`src/rtl/replay_buffer_gen.sv`:
```
// replay_buffer_gen: data-link replay buffer; entries tagged with sequence numbers,
// purged on ACK/NAK, replayed in order on NAK or timeout. Stats via REPLAY_BUFFER_GEN_STATS_EN.
module replay_buffer_gen #(
    parameter  int DATA_W = 16,
    parameter  int DEPTH  = 16,
    parameter  int SEQ_W  = 12,
    localparam int AW     = $clog2(DEPTH)
) (
    input  logic              clk,
    input  logic              reset_n,
    input  logic              we,
    input  logic [DATA_W-1:0] din,
    output logic              wr_ready,
    output logic [SEQ_W-1:0]  wr_seq,
    input  logic [1:0]        ack_nack,
    input  logic [SEQ_W-1:0]  seq,
    input  logic              tim_out,
    input  logic              busy_n,
    output logic [DATA_W-1:0] dout,
    output logic [SEQ_W-1:0]  dout_seq,
    output logic              ready,
    output logic              replay_active,
    output logic              replay_rollover,
    output logic [AW:0]       count,
    output logic              empty
`ifdef REPLAY_BUFFER_GEN_STATS_EN
    ,
    output logic [15:0]       replay_total,
    output logic [7:0]        stale_ack
`endif
);

    localparam int EW   = SEQ_W + DATA_W;
    localparam int CNTW = AW + 1;
    localparam int CW   = (SEQ_W > CNTW) ? SEQ_W : CNTW;

    typedef enum logic {S_IDLE = 1'b0, S_REPLAY = 1'b1} state_t;

    state_t            r_state;
    state_t            w_state_nxt;
    logic [EW-1:0]     r_mem [DEPTH];
    logic [AW-1:0]     r_head;
    logic [AW-1:0]     r_tail;
    logic [AW-1:0]     r_rd_ptr;
    logic [AW:0]       r_count;
    logic [SEQ_W-1:0]  r_next_seq;
    logic [1:0]        r_replay_num;
    logic              r_ready;
    logic              r_rollover;
    logic [DATA_W-1:0] r_dout;
    logic [SEQ_W-1:0]  r_dout_seq;

    logic [AW-1:0]     w_tail_nxt;
    logic [AW-1:0]     w_rd_nxt;
    logic [AW-1:0]     w_rd_adv;
    logic [AW-1:0]     w_off;
    logic [AW:0]       w_count_nxt;
    logic [AW:0]       w_pn;
    logic [1:0]        w_num_nxt;
    logic              w_ready_nxt;
    logic              w_roll_nxt;
    logic              w_load;
    logic              w_start;
    logic              w_wr;
    logic              w_ackn;
    logic              w_purge;
    logic              w_consume;
    logic              w_last;
    logic [SEQ_W-1:0]  w_tail_seq;
    logic [SEQ_W-1:0]  w_n;

    assign w_wr       = we & wr_ready;
    assign w_tail_seq = r_mem[r_tail][EW-1:DATA_W];
    assign w_n        = seq - w_tail_seq + SEQ_W'(1);
    assign w_ackn     = (ack_nack == 2'b01) || (ack_nack == 2'b10);
    assign w_purge    = w_ackn && (r_count != '0) && (w_n != '0)
                        && (CW'(w_n) <= CW'(r_count));
    assign w_pn       = w_purge ? CNTW'(w_n) : '0;
    assign w_consume  = r_ready & busy_n;
    assign w_last     = (r_rd_ptr == r_head - AW'(1));

    // Next-state and datapath next values: purge, replay start, replay stepping
    always_comb begin
        w_state_nxt = r_state;
        w_tail_nxt  = w_purge ? r_tail + AW'(w_n) : r_tail;
        w_count_nxt = r_count + CNTW'(w_wr) - w_pn;
        w_num_nxt   = w_purge ? 2'd0 : r_replay_num;
        w_rd_nxt    = r_rd_ptr;
        w_rd_adv    = r_rd_ptr;
        w_off       = '0;
        w_ready_nxt = r_ready;
        w_roll_nxt  = 1'b0;
        w_load      = 1'b0;
        w_start     = 1'b0;
        unique case (r_state)
            S_IDLE: begin
                w_ready_nxt = 1'b0;
                if ((w_count_nxt != '0) && ((ack_nack == 2'b10) || tim_out)) begin
                    w_start     = 1'b1;
                    w_state_nxt = S_REPLAY;
                    w_rd_nxt    = w_tail_nxt;
                    w_roll_nxt  = (w_num_nxt == 2'd3);
                    w_num_nxt   = w_num_nxt + 2'd1;
                end
            end
            S_REPLAY: begin
                w_rd_adv = w_consume ? r_rd_ptr + AW'(1) : r_rd_ptr;
                w_off    = w_rd_adv - r_tail;
                if ((w_purge && (w_count_nxt == '0)) || (w_consume && w_last)) begin
                    w_state_nxt = S_IDLE;
                    w_ready_nxt = 1'b0;
                end else begin
                    w_rd_nxt = w_rd_adv;
                    if (w_purge && (CW'(w_off) < CW'(w_n)))
                        w_rd_nxt = w_tail_nxt;
                    w_load      = !r_ready || w_consume || (w_rd_nxt != w_rd_adv);
                    w_ready_nxt = 1'b1;
                end
            end
            default: begin
                w_state_nxt = S_IDLE;
            end
        endcase
    end

    // State register
    always_ff @(posedge clk) begin
        if (!reset_n) r_state <= S_IDLE;
        else          r_state <= w_state_nxt;
    end

    // Pointers, counters and registered replay outputs
    always_ff @(posedge clk) begin
        if (!reset_n) begin
            r_head       <= '0;
            r_tail       <= '0;
            r_rd_ptr     <= '0;
            r_count      <= '0;
            r_next_seq   <= '0;
            r_replay_num <= '0;
            r_ready      <= 1'b0;
            r_rollover   <= 1'b0;
            r_dout       <= '0;
            r_dout_seq   <= '0;
        end else begin
            r_tail       <= w_tail_nxt;
            r_rd_ptr     <= w_rd_nxt;
            r_count      <= w_count_nxt;
            r_replay_num <= w_num_nxt;
            r_ready      <= w_ready_nxt;
            r_rollover   <= w_roll_nxt;
            if (w_wr) begin
                r_head     <= r_head + AW'(1);
                r_next_seq <= r_next_seq + SEQ_W'(1);
            end
            if (w_load) begin
                r_dout     <= r_mem[w_rd_nxt][DATA_W-1:0];
                r_dout_seq <= r_mem[w_rd_nxt][EW-1:DATA_W];
            end
        end
    end

    // Entry storage; contents survive reset
    always_ff @(posedge clk) begin
        if (w_wr) r_mem[r_head] <= {r_next_seq, din};
    end

`ifdef REPLAY_BUFFER_GEN_STATS_EN
    logic [15:0] r_replay_total;
    logic [7:0]  r_stale_ack;

    // Saturating counts of replay starts and rejected ACK/NAKs
    always_ff @(posedge clk) begin
        if (!reset_n) begin
            r_replay_total <= '0;
            r_stale_ack    <= '0;
        end else begin
            if (w_start && (r_replay_total != 16'hFFFF))
                r_replay_total <= r_replay_total + 16'd1;
            if (w_ackn && !w_purge && (r_stale_ack != 8'hFF))
                r_stale_ack <= r_stale_ack + 8'd1;
        end
    end

    assign replay_total = r_replay_total;
    assign stale_ack    = r_stale_ack;
`endif

    assign wr_ready        = (r_state == S_IDLE) && (r_count < CNTW'(DEPTH));
    assign wr_seq          = r_next_seq;
    assign dout            = r_dout;
    assign dout_seq        = r_dout_seq;
    assign ready           = r_ready;
    assign replay_active   = (r_state == S_REPLAY);
    assign replay_rollover = r_rollover;
    assign count           = r_count;
    assign empty           = (r_count == '0);

endmodule
```
`config.mk`:
```
export PLATFORM = sky130hd
export DESIGN_NAME = replay_buffer_gen
export DESIGN_NICKNAME = d
export VERILOG_FILES = /design/src/rtl/replay_buffer_gen.sv
export SDC_FILE = /design/constraint.sdc
export NUM_CORES = 1
export LEC_CHECK = 0
export BUFFER_PORTS_ARGS = -buffer_cell sky130_fd_sc_hd__buf_2
export CORE_MARGIN = 5
export CORE_UTILIZATION = 45
export CTS_CLUSTER_DIAMETER = 150
export DETAILED_ROUTE_END_ITERATION = 8
export SLEW_MARGIN = 10
export SYNTH_ARGS = -nofsm -noshare
export SYNTH_HDL_FRONTEND = slang
export SYNTH_SLANG_ARGS = --single-unit
export TNS_END_PERCENT = 20
```
`constraint.sdc`:
```
create_clock -name clk -period 16.2 [get_ports clk]
set_input_delay 3.24 -clock clk [delete_from_list [all_inputs] [get_ports clk]]
set_output_delay 3.24 -clock clk [all_outputs]
set_load 0.02 [all_outputs]
```
* After elaboration in Yosys (flattened, before gate mapping)
Memories as Yosys holds them, arrays and structs flattened. A register that Yosys moved wholly into a read port is not among the register bits.
Cells that the tools add are included.
** Word-level totals
- Register bits :: 34
- Bits in writable memories :: 448
- Input bits :: 35
- Output and inout port bits :: 50
- Word-level logic and storage cells :: 76
- Memories :: 1
** Operators by class
- $add $sub $neg :: 11
- Magnitude comparators :: 3
- Eq/ne operators :: 5
- Muxes and demuxes :: 21
- Bitwise operators :: 5
- Reductions and logical operators :: 21
** Memories
- r_mem :: words 16, bits a word 28, rd ports 2, clocked after Yosys merged registers in 2, wr ports 1, line 41 : logic [EW-1:0] r_mem [DEPTH];
** Operators by type and width (number)
- $mux W4 :: 8
- $add A12 B1 Y12 const B :: 2
- $le A12 B5 Y1 :: 1
- $lt A4 B12 Y1 :: 1
- $reduce_bool A12 Y1 :: 1
- $sub A12 B12 Y12 :: 1
- $logic_not A5 Y1 :: 2
- $reduce_bool A5 Y1 :: 2
- $add A4 B1 Y4 const B :: 2
- $logic_and A1 B1 Y1 :: 8
- $pmux W4 S2 :: 1
- $mux W1 :: 6
- $mux W2 :: 3
- $add A5 B1 Y5 :: 1
- $logic_or A1 B1 Y1 :: 5
- $lt A5 B5 Y1 const B :: 1
- $mux W5 :: 1
- $sub A5 B5 Y5 :: 1
- $add A4 B4 Y4 :: 1
- $eq A2 B2 Y1 const B :: 2
- $eq A4 B4 Y1 :: 1
- $ne A4 B4 Y1 :: 1
- $pmux W1 S2 :: 2
- $sub A4 B1 Y4 const B :: 1
- other kinds (7) :: 11

* Logic depth before layout (Yosys ltp)
Gate-level depths: netlist of run 1.
- Depth after elaboration :: 16
- Depth in mapped cells :: 38

* Worst setup path after synthesis of run 1
Ideal clock, no wire load.
- Kind :: input -> register
- Start point :: input seq[2]
- End point :: register r_dout_seq[10] (netlist: dout_seq[10]), read port of r_mem
- Library setup time :: 0.117 ns
- Arrival :: 9.991 ns
- Slack :: 6.092 ns
- Cell stages on the path :: 31
- Path buffers :: 4
- Path through :: ha_1 -> ha_1 -> a211oi_1 -> nor2_1 -> xnor2_1 -> inv_1 -> ha_1 -> mux2i_1 -> a31o_2 -> nand4b_1 -> nor4b_2 -> o211a_1 -> nand2_1 -> ha_1 -> ha_1 -> a21o_1 -> a21oi_1 -> xnor2_1 -> or4_1 -> or2_2 -> clkbuf_1 -> and2_0 -> and3_1 -> a211oi_1 -> o2111ai_1 -> clkbuf_1 -> nor2b_1 -> buf_4 -> clkbuf_1 -> a221oi_1 -> a32o_1
** Between the ends
- Cells in the longest elaborated chain, start to end :: 13
- Elaborated cells on any way between the ends :: 27
- Classes of those cells :: 4 x add/sub; 2 x order compare; 1 x eq/ne; 10 x mux; 10 x reduce/logical
** RTL lines
- start: declaration :: line 16 : input logic [SEQ_W-1:0] seq,
- $sub A12 B12 Y12 (*) :: line 74 : assign w_n = seq - w_tail_seq + SEQ_W'(1);
- $add A12 B1 Y12 (*) :: line 74
- branches (longest 11 deep; another with $le A12 B5 Y1)
- end: declaration :: line 51 : logic [SEQ_W-1:0] r_dout_seq;
Every way passes the cells marked *. The select of a mux whose other input is x is not followed.
A chain may end at the register's enable or synchronous reset.

* Final worst setup path of run 1
- Start point :: input seq[2]
- End point :: register r_dout_seq[3] (netlist: dout_seq[3]), read port of r_mem
The elaborated chain is that of the path after synthesis.

==> results.sh, run 1 <==
export IMPL_drive_gt1_share_pct=19.85
export IMPL_rsz0062_at_grt="no"
export IMPL_timing_final_ws_setup_ns=4.706
export IMPL_min_path_type="reg2reg"
export IMPL_synth_area_leaders="edfxtp_1 59%, mux2i_1 7.8%, mux4_2 5.9%, dfxtp_1 5.4%, a221oi_1 3.2%"
export IMPL_clkPwrFrac_pct=34.6
export IMPL_dieArea_mm2=0.05534
export IMPL_grt_pass1_vias=13980
export IMPL_met3_length_um=3506
export IMPL_r2r_cells=32
export IMPL_grt_max_degree=121
export IMPL_synth_edf_count=448
export IMPL_crit_top_cell="ha_1"
export IMPL_die_x_um=235.3
export IMPL_overflow=0
export IMPL_viasPerCell=6.116
export IMPL_routed_wl_um=60770
export IMPL_setup_viol=0
export IMPL_highest_layer="met5"
export IMPL_place_area_mm2=0.02414
export IMPL_grt_pass1_wl_um=91000
export IMPL_synthCells=1447
export IMPL_cts_inserted_buffers=53
export IMPL_insertion_delay_ns=0.60
export IMPL_yosysSeqAreaShare_pct=64.36
export IMPL_synth_most_common_cell="edfxtp_1"
export IMPL_p_sw_w=0.001091
export IMPL_cts_tree="done"
export IMPL_swShare_pct=30.26
export IMPL_vias=13760
export IMPL_worst_pin_slew_ns=1.266
export IMPL_drcViolationCount=0
export IMPL_seq_power_share_pct=43.0
export IMPL_p_per_area_mw_per_mm2=139.0
export IMPL_dp_hpwl_um=33950
export IMPL_worstPathMaxFanout=120
export IMPL_slew_violations=0
export IMPL_area_delta_synth_final_pct=13.66
export IMPL_post_cts_buffers=0
export IMPL_combPwrFrac_pct=22.4
export IMPL_critPathLaunch="seq[2]"
export IMPL_io_pins=85
export IMPL_std_cell_rows=82
export IMPL_root_buffer="clkbuf_16"
export IMPL_postLayoutCellArea_mm2=0.02595
export IMPL_ctsResizeCount=0
export IMPL_synth_commonest_cells="448 x edfxtp_1, 177 x mux2i_1, 84 x a221oi_1"
export IMPL_antenna_left=0
export IMPL_synthFlopType="edfxtp_1"
export IMPL_r2r_start="r_tail[0]"
export IMPL_wl_met1_um=26790
export IMPL_crit_arrival_ns=12.02
export IMPL_cp_slowest_stage_delay_ns=0.69
export IMPL_fillers=4116
export IMPL_place_ws_ns=4.151
export IMPL_path_class="in2reg"
export IMPL_drv_cap=0
export IMPL_fin_cells=2249
export IMPL_fmaxAchievable_ghz=0.08700
export IMPL_synth_top_area_share_pct=58.92
export IMPL_p_int_w=0.002515
export IMPL_antenna_found_initial=2
export IMPL_cellLeakagePower_nw=8.532
export IMPL_status="finished, final reports clean"
export IMPL_final_nets=1622
export IMPL_syn_avg_cell_area_um2=15.78
export IMPL_portBuffers=84
export IMPL_fin_crit_sh_pct=70.95
export IMPL_yosys_warnings=0
export IMPL_grt_total_usage_pct=21.43
export IMPL_ir_drop_mv=0.08934
export IMPL_hold_violations=0
export IMPL_cp_start_kind="primary input"
export IMPL_endpoint="dout_seq[3]"
export IMPL_crit_slowest_cell="or2_4"
export IMPL_dr_wl_met2_um=28770
export IMPL_timing_setup_tns_ns=0
export IMPL_n_antenna_cell=0
export IMPL_finClkSkew_ns=0.02755
export IMPL_start_util_pct=45.51
export IMPL_wl_per_cell_um=27.02
export IMPL_end_kind="register"
export IMPL_period_minus_slack_ns=11.49
export IMPL_synth_nets=1537
export IMPL_dpl_cell_count=2149
export IMPL_cts_max_level=2
export IMPL_die_h_um=235.3
export IMPL_core_area_mm2=0.05017
export IMPL_synth_seq_cells=510
export IMPL_r2r_end="dout_seq[3]"
export IMPL_gp_congestion=0.8625
export IMPL_required_ns=16.72
export IMPL_holdBufCountCts=0
export IMPL_cts_buffer_depth=3
export IMPL_reg2reg_setup_slack_ns=4.97
export IMPL_syn_cell_area_mm2=0.02283
export IMPL_relSlewSlack_pct=15.37
export IMPL_clkTransAtPathRegs_ns=0.06
export IMPL_ys_async_sr_fraction_pct=0
export IMPL_dr_pass1_iters=6
export IMPL_synth_area_leader_cell="edfxtp_1"
export IMPL_synth_distinct_cells=65
export IMPL_drt_iter0_drc=1258
export IMPL_numClockSinks=510
-- final cells by class --
class	instances	area (um^2)	share of cell area, %
Clock buffer	61	1408	5.424
Multi-Input combinational cell	799	7704	29.69
Inverter	45	168.9	0.6509
Clock inverter	39	404.1	1.557
Sequential cell	510	14700	56.64
Tap cell	672	840.8	3.240
Timing Repair Buffer	123	725.7	2.797
-- worst max-delay path: cells and delay by family --
family,cells,cell delay (ns)
and+or+nand+nor,7,2.42
buffers and inverters,3,0.92
muxes,2,0.41
AOI/OAI and AO/OA,10,2.58
adders and majority gates,5,1.54
xor gates and xnor gates,2,0.57
-- metal layers --
layer	vias to the layer above	GRT usage, %
met5	-	0
met2	486	34.65
met4	4	6.844
met3	122	3.187
li1	6074	-
met1	7069	30.23
-- how the worst min path moves through the flow --
stage,startpoint,end,slack [ns],cells past startpoint
after floorplan,r_head[1],r_head[3],0.58,3
after global placement,dout_seq[8],dout_seq[8],0.45,1
after detailed placement,dout_seq[10],dout_seq[10],0.46,1
after CTS,dout_seq[10],dout_seq[10],0.47,1
after global routing,dout[8],dout[8],0.51,1
final,dout_seq[10],dout_seq[10],0.48,1
-- flip-flops by register name, indices dropped and copies added (netlist names) --
| signal | cells |
|---|---|
| r_rd_ptr | 4 |
| r_replay_num | 2 |
| r_tail | 4 |
| ready | 1 |
| replay_active | 1 |
| dout_seq | 12 |
| r_mem | 448 |
| replay_rollover | 1 |
| dout | 16 |
| count | 5 |
| wr_seq | 12 |
| r_head | 4 |
-- power groups by stage --
| stage | clock network, W | logic [W] | registers [W] |
|---|---|---|---|
| final | 0.00125 | 0.000808 | 0.00155 |
| after global routing | 0.00133 | 0.000879 | 0.00156 |
| after CTS | 0.00127 | 0.000811 | 0.00155 |
| after detailed placement | 0 | 0.000806 | 0.00158 |
| after global placement | 0 | 0.000798 | 0.00158 |
| after floorplan | 0 | 0.000490 | 0.00160 |
-- layout by cell type, fill, tap and decap left out, drive strengths merged, types with 7 or more instances in the layout --
| cell | instances |
|---|---|
| nor3b | 60 |
| xor2 | 16 |
| ha | 51 |
| clkbuf | 61 |
| bufinv | 7 |
| a21oi | 19 |
| a221oi | 84 |
| and3 | 7 |
| inv | 45 |
| clkinvlp | 7 |
| nor2 | 53 |
| buf | 123 |
| a32o | 28 |
| edfxtp | 448 |
| dfxtp | 62 |
| mux2i | 177 |
| nand2 | 27 |
| nor3 | 16 |
| xnor2 | 23 |
| and2 | 14 |
| mux4 | 60 |
| o21ai | 19 |
| a2111oi | 58 |
| clkinv | 25 |
| nand3 | 7 |
-- stage by stage --
step | hold slack, ns | util, % | power [W]
finish | 0.4753 | 51.72 | 0.003607
global route | 0.5075 | 51.72 | 0.003770
CTS | 0.4750 | 51.72 | 0.003633
detailed placement | 0.4599 | 48.11 | 0.002387
global placement | 0.4502 | 48.11 | 0.002376
floorplan | 0.5772 | - | 0.002095
-- cell families after synthesis --
| logic type | synth area share (%) |
|---|---|
| compound gates | 8.982 |
| xor+xnor | 1.529 |
| flops | 64.36 |
| buf+inv | 2.630 |
| simple gates | 5.480 |
| mux | 13.88 |
| fa+ha+maj | 3.146 |
No activity file was read; power rests on OpenSTA's default activity.
==> inputs of run 2 (changes only) <==
ABC_AREA = 1   (was default)
clock period = 10.4 ns   (was 16.2 ns; I/O delays follow)
==> run 2 against run 1 <==
Power up 130%; clock skew increased by 0.021 ns; combinational power rose to 4.6 times the previous value; sequential power is 56% higher; worst hold slack improved by 0.023 ns; largest power group is now combinational cells; die area grew 12%.
==> results.sh, run 2 <==
export IMPL_dr_pass1_iters=5
export IMPL_cellLeakagePower_nw=12.68
export IMPL_cp_start_kind="register"
export IMPL_syn_cell_area_mm2=0.02581
export IMPL_largest_register_ffs=448
export IMPL_wl_per_cell_um=20.90
export IMPL_syn_avg_cell_area_um2=9.024
export IMPL_synth_area_leader_cell="edfxtp_1"
export IMPL_multi_input_area_mm2=0.008214
export IMPL_insertion_delay_ns=0.65
export IMPL_finClkSkew_ns=0.04847
export IMPL_synth_area_leaders="edfxtp_1 52%, nand3_1 13%, inv_1 8.3%, nand2_1 6.9%, dfxtp_1 4.8%"
export IMPL_timing_final_ws_setup_ns=1.017
export IMPL_synth_edf_count=448
export IMPL_yosysSeqAreaShare_pct=56.94
export IMPL_start_util_pct=45.59
export IMPL_cts_buffer_depth=3
export IMPL_die_x_um=249.5
export IMPL_cts_tree="done"
export IMPL_path_class="reg2reg"
export IMPL_synth_distinct_cells=43
export IMPL_cts_inserted_buffers=56
export IMPL_setup_viol=0
export IMPL_synth_nets=2950
export IMPL_root_buffer="clkbuf_16"
export IMPL_grt_max_degree=114
export IMPL_routed_wl_um=77250
export IMPL_fillers=5089
export IMPL_core_area_mm2=0.05660
export IMPL_post_cts_buffers=0
export IMPL_io_pins=85
export IMPL_crit_arrival_ns=9.89
export IMPL_regMostFlops="r_mem"
export IMPL_synth_commonest_cells="667 x nand3_1, 569 x inv_1, 477 x nand2_1"
export IMPL_ir_drop_mv=0.3753
export IMPL_critPathTopFamily="simple AND/OR/NAND/NOR gates"
export IMPL_cts_max_level=2
export IMPL_status="finished, final reports clean"
export IMPL_critPathBufInv=8
export IMPL_yosys_warnings=0
export IMPL_synth_top_area_share_pct=52.13
export IMPL_grt_pass1_vias=19280
export IMPL_relSlewSlack_pct=26.14
export IMPL_final_common_cell="nand3_1"
export IMPL_rsz0062_at_grt="no"
export IMPL_ys_async_sr_fraction_pct=0
export IMPL_dieArea_mm2=0.06224
export IMPL_final_nets=2981
export IMPL_crit_slowest_cell="inv_4"
export IMPL_period_minus_slack_ns=9.383
export IMPL_synth_most_common_cell="nand3_1"
export IMPL_cp_slowest_stage_delay_ns=0.81
export IMPL_drt_iter0_drc=2381
export IMPL_antenna_found_initial=4
export IMPL_p_per_area_mw_per_mm2=285.7
export IMPL_timing_setup_tns_ns=0
export IMPL_ff_latch_area_mm2=0.01470
export IMPL_required_ns=10.91
export IMPL_synthCells=2860
export IMPL_end_kind="register"
export IMPL_area_delta_synth_final_pct=11.79
export IMPL_drv_cap=0
export IMPL_worstPathMaxFanout=97
export IMPL_drive_gt1_share_pct=8.847
export IMPL_place_ws_ns=0.9872
export IMPL_worst_pin_slew_ns=1.106
export IMPL_holdBufCountCts=0
export IMPL_numClockSinks=510
export IMPL_synth_seq_cells=510
export IMPL_drcViolationCount=0
export IMPL_min_path_type="reg2reg"
export IMPL_final_cell_mix="667 x nand3_1, 569 x inv_1, 476 x nand2_1"
export IMPL_grt_pass1_wl_um=115500
export IMPL_grt_total_usage_pct=23.86
export IMPL_std_cell_rows=87
export IMPL_vias=20300
export IMPL_die_h_um=249.5
export IMPL_portBuffers=84
export IMPL_synthFlopType="edfxtp_1"
export IMPL_fmaxAchievable_ghz=0.1066
export IMPL_clkTransAtPathRegs_ns=0.06
export IMPL_fin_crit_sh_pct=90.22
export IMPL_crit_top_cell="nand2_1"
export IMPL_antenna_left=0
export IMPL_dp_hpwl_um=39940
export IMPL_viasPerCell=5.492
export IMPL_overflow=0
export IMPL_slew_violations=0
export IMPL_hold_violations=0
export IMPL_ctsResizeCount=0
export IMPL_gp_congestion=0.8424
==> run 2: changes by cell type after synthesis, moves of 28 or more <==
| cell | change |
|---|---|
| nor2_1 | +62 |
| a21oi_1 | +93 |
| a2111oi_0 | -58 |
| o21ai_0 | +90 |
| inv_1 | +525 |
| nor3b_1 | -57 |
| mux4_2 | -60 |
| a221oi_1 | -84 |
| nand2_1 | +450 |
| mux2i_1 | -177 |
| a32o_1 | -28 |
| nand3_1 | +660 |
==> run 2: worst reg2reg max path: cells and delay by family (launching register included) <==
kind,cells,cell delay [ns]
AO/OA/AOI/OAI,2,0.27
adder cells (fa/ha/maj),7,2.13
XOR/XNOR,2,0.67
AND/OR/NAND/NOR,24,4.10
buffers and inverters,8,1.83
flip-flops,1,0.31
==> run 2: metal layers <==
layer,GRT usage (%),routed length [um],vias up
li1,-,-,9448
met4,8.765,2671,6
met3,4.175,7040,206
met5,0,39,-
met2,39.30,35860,968
met1,31.92,31640,9670
==> run 2: cell type report <==
class                      count  share of cell area (%)
sequential                   510                   50.94
multi-input combinational   1616                   28.47
inverter                     578                   7.555
clock buffer                  66                   5.022
tap                          756                   3.279
timing repair buffer         129                   2.802
clock inverter                40                   1.921
antenna                        1                0.008674
==> run 2: cell families after synthesis <==
group | count (synthesis) | synth area share, %
fa+ha+maj | 55 | 2.783
flops | 510 | 56.94
compound gates | 234 | 4.654
xor+xnor | 22 | 0.7467
buf+inv | 734 | 11.96
simple gates | 1305 | 22.92
==> run 2: worst paths after layout <==
kind / from / slack [ns] / end / cells past startpoint
setup / recovery: r_tail[0] / 1.02 / dout_seq[3] / 43
hold / removal: r_replay_num[1] / 0.50 / r_replay_num[1] / 2
setup reg to reg: r_tail[0] / 1.02 / dout_seq[3] / 43
hold reg to reg: r_replay_num[1] / 0.50 / r_replay_num[1] / 2
==> run 2: stage by stage <==
step / hold slack (ns) / util [%] / cells / area [um^2] / total power (W)
CTS: 0.4933 / 50.96 / 3695 / 28850 / 0.008239
global route: 0.5069 / 50.96 / 3695 / 28850 / 0.008707
global placement: 0.4777 / 47.42 / 3589 / 26840 / 0.006028
floorplan: 0.4454 / - / 2860 / 25810 / 0.005131
finish: 0.4980 / 50.97 / 3696 / 28850 / 0.008242
detailed placement: 0.4861 / 47.42 / 3589 / 26840 / 0.006090
==> run 2: power by group <==
group	internal [W]	switching, W
clock network	0.00130	0.000845
logic	0.00106	0.00262
registers	0.00234	0.0000792
total	0.00470	0.00354
